==> config.mk <==
export PLATFORM = sky130hd
export DESIGN_NAME = dfp_arbiter
export DESIGN_NICKNAME = d
export VERILOG_FILES = /design/src/rtl/dfp_arbiter.sv
export SDC_FILE = /design/constraint.sdc
export NUM_CORES = 1
export LEC_CHECK = 0
export ABC_AREA = 1
export BUFFER_PORTS_ARGS = -buffer_cell sky130_fd_sc_hd__buf_2
export CORE_AREA = 5 5 313 315
export CTS_BUF_LIST = sky130_fd_sc_hd__clkbuf_4 sky130_fd_sc_hd__clkbuf_8
export DETAILED_ROUTE_END_ITERATION = 8
export DIE_AREA = 0 0 318 320
export PLACE_DENSITY = 0.42
export SLEW_MARGIN = 0
export SYNTH_ARGS = -nofsm -noshare
export SYNTH_HDL_FRONTEND = slang
export SYNTH_SLANG_ARGS = --single-unit
export TNS_END_PERCENT = 30
==> constraint.sdc <==
create_clock -name clk -period 4.5 [get_ports clk]
set_input_delay 0.45 -clock clk [delete_from_list [all_inputs] [get_ports clk]]
set_output_delay 0.45 -clock clk [all_outputs]
set_load 0.05 [all_outputs]
==> src/rtl/dfp_arbiter.sv <==
// Round-robin arbiter/sequencer sharing one dfp unit between NUM_REQ requesters.
// Optional response watchdog is enabled by defining DFP_ARB_TIMEOUT_EN.
module dfp_arbiter #(
    parameter int NUM_REQ        = 4,
    parameter int GW             = $clog2(NUM_REQ),
    parameter int TIMEOUT_CYCLES = 1023
) (
    input  logic                  clk,
    input  logic                  rstn,
    input  logic [2*NUM_REQ-1:0]  req_mode,
    input  logic [64*NUM_REQ-1:0] req_a,
    input  logic [64*NUM_REQ-1:0] req_b,
    input  logic [NUM_REQ-1:0]    req_valid,
    output logic [NUM_REQ-1:0]    req_ready,
    output logic [63:0]           rsp_data,
    output logic                  rsp_err,
    output logic [NUM_REQ-1:0]    rsp_valid,
    input  logic [NUM_REQ-1:0]    rsp_ready,
    output logic [1:0]            dfp_calc_mode,
    output logic [63:0]           dfp_a,
    output logic [63:0]           dfp_b,
    output logic                  dfp_wvalid,
    input  logic                  dfp_wready,
    input  logic [63:0]           dfp_o,
    input  logic                  dfp_rvalid,
    output logic                  dfp_rready
);

    typedef enum logic [1:0] {IDLE, ISSUE, WAIT, RESP} state_t;

    state_t        state;
    logic [GW-1:0] rr_ptr;
    logic [GW-1:0] grant;
    logic [GW-1:0] grant_nxt;
    logic [GW-1:0] win_idx;
    logic          win_found;
    logic [GW:0]   cand;

`ifdef DFP_ARB_TIMEOUT_EN
    localparam int          CNT_W = $clog2(TIMEOUT_CYCLES + 1);
    localparam logic [63:0] QNAN  = 64'h7FF8_0000_0000_0000;
    logic [CNT_W-1:0] wd_cnt;
`endif

    // Search starts at rr_ptr and wraps, so the last-served requester is checked last.
    always_comb begin
        win_found = 1'b0;
        win_idx   = '0;
        cand      = '0;
        for (int k = 0; k < NUM_REQ; k++) begin
            cand = {1'b0, rr_ptr} + (GW+1)'(k);
            if (cand >= (GW+1)'(NUM_REQ))
                cand = cand - (GW+1)'(NUM_REQ);
            if (!win_found && req_valid[cand[GW-1:0]]) begin
                win_found = 1'b1;
                win_idx   = cand[GW-1:0];
            end
        end
    end

    always_comb begin
        req_ready = '0;
        if (state == IDLE && rstn && win_found)
            req_ready[win_idx] = 1'b1;
    end

    assign grant_nxt = (grant == GW'(NUM_REQ - 1)) ? '0 : grant + 1'b1;

`ifdef DFP_ARB_TIMEOUT_EN
    // Results arriving outside WAIT are stale leftovers of a timed-out op; drain them.
    assign dfp_rready = rstn && (state != RESP);
`else
    assign dfp_rready = (state == WAIT);
    assign rsp_err    = 1'b0;
`endif

    always_ff @(posedge clk or negedge rstn) begin
        if (!rstn) begin
            state         <= IDLE;
            rr_ptr        <= '0;
            grant         <= '0;
            rsp_data      <= '0;
            rsp_valid     <= '0;
            dfp_wvalid    <= 1'b0;
            dfp_calc_mode <= '0;
            dfp_a         <= '0;
            dfp_b         <= '0;
`ifdef DFP_ARB_TIMEOUT_EN
            rsp_err       <= 1'b0;
            wd_cnt        <= '0;
`endif
        end else begin
            case (state)
                IDLE: begin
                    if (win_found) begin
                        grant         <= win_idx;
                        dfp_calc_mode <= req_mode[{win_idx, 1'b0} +: 2];
                        dfp_a         <= req_a[{win_idx, 6'd0} +: 64];
                        dfp_b         <= req_b[{win_idx, 6'd0} +: 64];
                        dfp_wvalid    <= 1'b1;
                        state         <= ISSUE;
                    end
                end
                ISSUE: begin
                    if (dfp_wready) begin
                        dfp_wvalid <= 1'b0;
                        state      <= WAIT;
`ifdef DFP_ARB_TIMEOUT_EN
                        wd_cnt     <= '0;
`endif
                    end
                end
                WAIT: begin
                    if (dfp_rvalid) begin
                        rsp_data  <= dfp_o;
                        rsp_valid <= NUM_REQ'(1) << grant;
                        state     <= RESP;
`ifdef DFP_ARB_TIMEOUT_EN
                        rsp_err   <= 1'b0;
                    end else if (wd_cnt == CNT_W'(TIMEOUT_CYCLES - 1)) begin
                        rsp_data  <= QNAN;
                        rsp_err   <= 1'b1;
                        rsp_valid <= NUM_REQ'(1) << grant;
                        state     <= RESP;
                    end else begin
                        wd_cnt    <= wd_cnt + 1'b1;
`endif
                    end
                end
                RESP: begin
                    if (rsp_ready[grant]) begin
                        rsp_valid <= '0;
                        rr_ptr    <= grant_nxt;
                        state     <= IDLE;
                    end
                end
                default: state <= IDLE;
            endcase
        end
    end

endmodule

==> results.ini <==
[outcome]
status = finished, final reports clean

[power]
vdd_drop_max_v = 0.000769
total_leakage_power_nw = 11.8
pwr_density_cell_nw_per_um2 = 1010

[floorplan]
initial_utilization_pct = 14.3
core_area_um2 = 94600
rows = 113
ioPinCount = 801
die_h_um = 320
dieArea_um2 = 102000
die_w_um = 318

[synth]
synthArstFlopShare_pct = 100
ys_ff_latch = 205
yosys.area.top_type_share_pct = 38.0
syn_area_per_cell_um2 = 6.41
yosysSeqAreaShare_pct = 38.0
synth-edff-count = 0
netlist_instances = 2108
yosysTopAreaCell = dfrtp_1
syn_nets = 2712
yosys_most_used_dff = dfrtp_1
yosys_warnings = 0
syn_area_um2 = 13500
synth_area_leaders = dfrtp_1 38%, nand2_1 37%, nand3_1 10%
synth_cell_types = 28

[timing]
holdWs_ps = 77.8
period_share_pct = 85.1
slew_violations = 0
worst_pin_slew_ps = 891
period_minus_slack_ps = 3830
slew_headroom_pct = 40.6
fmax_mhz = 261
fin_setup_tns_ps = 0
final-setup-viol-count = 0
setup_ws_ps = 669
finalHoldViolations = 0
fin_skew_ps = 29.2
rsz0062_at_grt = no

[global_route]
grt_pass1_wl_um = 101000
grt_max_degree = 138
grt_pass1_vias = 16300
grtUsageTotal_pct = 12.6
grt_antenna_before_repair = 9
grt_overflow = 0

[layout]
drive_gt1_share_pct = 33.6
seqCellArea_um2 = 5130
layout_common_cells = 1,347 x nand2_1, 798 x buf_2, 269 x nand3_1
layout_commonest_cell = nand2_1
fillCellCount = 10900
area.growth.synth_to_final_pct = 48.8
multi_input_area_um2 = 7550
post-route-util_pct = 21.3
final_nets = 3482

[setup_path]
r2r_end = dfp_a[31]
worst_ep_required_time_ps = 4050
worst_setup_path_start_kind = flip-flop
worstPathArrival_ps = 3380
end_kind = output pin
ff2ff_path_depth = 16
rr_startpoint = rr_ptr[0]
path_class = flip-flop to output pin
cp_max_fo = 68
reg2reg_slack_ps = 1270

[clock_tree]
cts_setup_buffers = 0
cts.htree.levels = 2
cts_root_buffer = clkbuf_8
ctsResizeCount = 0
cts_tree = done
ctsHoldBuffers = 54
clock_sinks = 205
worstSkewPairLatency_ps = 610
clk_path_buf_depth = 3
cts_buffers = 43
clk_pin_slew_ps = 60

[place]
numPortBuffers = 799
pre_cts_slack_ps = 1210
gp_congestion = 0.852
hpwl_um = 49900

[min_path]
hp-class = primary input to flip-flop
holdPathEnd = rsp_data[22]
hold_path_depth = 2
min_from = dfp_o[22]

[route]
drtPass1Iterations = 7
ant_nets = 0
routed-via-count = 16000
wl_per_cell_um = 16.2
drt_iter0_markers = 724
drt-vias-per-instance = 3.84
drc = 0
wl_um = 67500

[flow_run]
cap_violations = 0

==> worst max-delay path, stage by stage (launching register included) <==
cell,delay (ps)
dfrtp_1,660
inv_2,160
nand2_1,100
nand2_1,100
nand2_1,80
nand2_1,80
nor2_4,140
nand3_2,140
nand2_8,110
nand2_4,270
buf_12,310
nor3_1,250
buf_2,300
==> cell usage after synthesis (all sizes together), types with 4 or more instances <==
| master | number |
|---|---|
| clkbuf | 50 |
| buf | 100 |
| inv | 22 |
| a21oi | 4 |
| nor3 | 5 |
| mux2 | 64 |
| o31ai | 5 |
| nand3 | 270 |
| ha | 8 |
| nor2 | 11 |
| o21ai | 5 |
| nand2 | 1354 |
| dfrtp | 205 |
==> worst max-delay path by stage <==
stage,slack (ps),to,depth (start not counted),from
2_1_floorplan,1350,req_ready[0],12,rr_ptr[0]
3_3_place_gp,1190,dfp_b[46],15,rr_ptr[0]
3_5_place_dp,1210,dfp_b[46],15,rr_ptr[0]
4_1_cts,500,req_ready[1],12,rr_ptr[0]
5_1_grt,320,req_ready[2],11,rr_ptr[0]
6_report,670,req_ready[1],12,rr_ptr[0]
==> sequential cells by signal (all words and copies together), names as in the netlist <==
signal         count
state              2
dfp_a             64
rsp_data          64
dfp_wvalid         1
rr_ptr             2
grant              2
rsp_valid          4
dfp_calc_mode      2
dfp_b             64
==> cell families after synthesis <==
group / after synthesis / share of synthesized area (%)
and+or+nand+nor: 1642 / 48.6
buffers and inverters: 172 / 6.47
AOI/OAI and AO/OA: 16 / 0.806
muxes: 64 / 5.34
adders and majority gates: 8 / 0.741
other: 1 / 0.0278
DFF: 205 / 38.0
==> where the power goes <==
| part | switching [W] | leakage (nW) | internal [W] |
|---|---|---|---|
| Sequential | 0.000474 | 2.55 | 0.00273 |
| Combinational | 0.0110 | 8.78 | 0.00395 |
| Clock | 0.000945 | 0.479 | 0.00118 |
==> cell type report <==
cell class | count | area share [%]
multi-input cells | 1731 | 37.6
flip-flops and latches | 205 | 25.5
repair buffers | 875 | 24.1
well taps | 1265 | 7.87
clock buffers | 68 | 4.16
inverters | 22 | 0.436
clock inverters | 6 | 0.268
diodes | 4 | 0.0498
==> layer usage <==
| layer | up-vias | routed length, um | track usage (%) |
|---|---|---|---|
| li1 | 8116 | - | - |
| met5 | - | 21 | 0 |
| met3 | 78 | 4890 | 3.39 |
| met2 | 557 | 33400 | 22.1 |
| met1 | 7283 | 27700 | 15.2 |
| met4 | 4 | 1540 | 3.32 |
==> per-stage QoR <==
stage                     power, W  cells  cell area, um2
after detailed placement    0.0185   4044           18700
after global routing        0.0223   4176           20100
after global placement      0.0185   4044           18700
after CTS                   0.0208   4172           20100
after floorplan             0.0142   2108           13500
final                       0.0203   4176           20100
(Power assumes the default switching activity.)
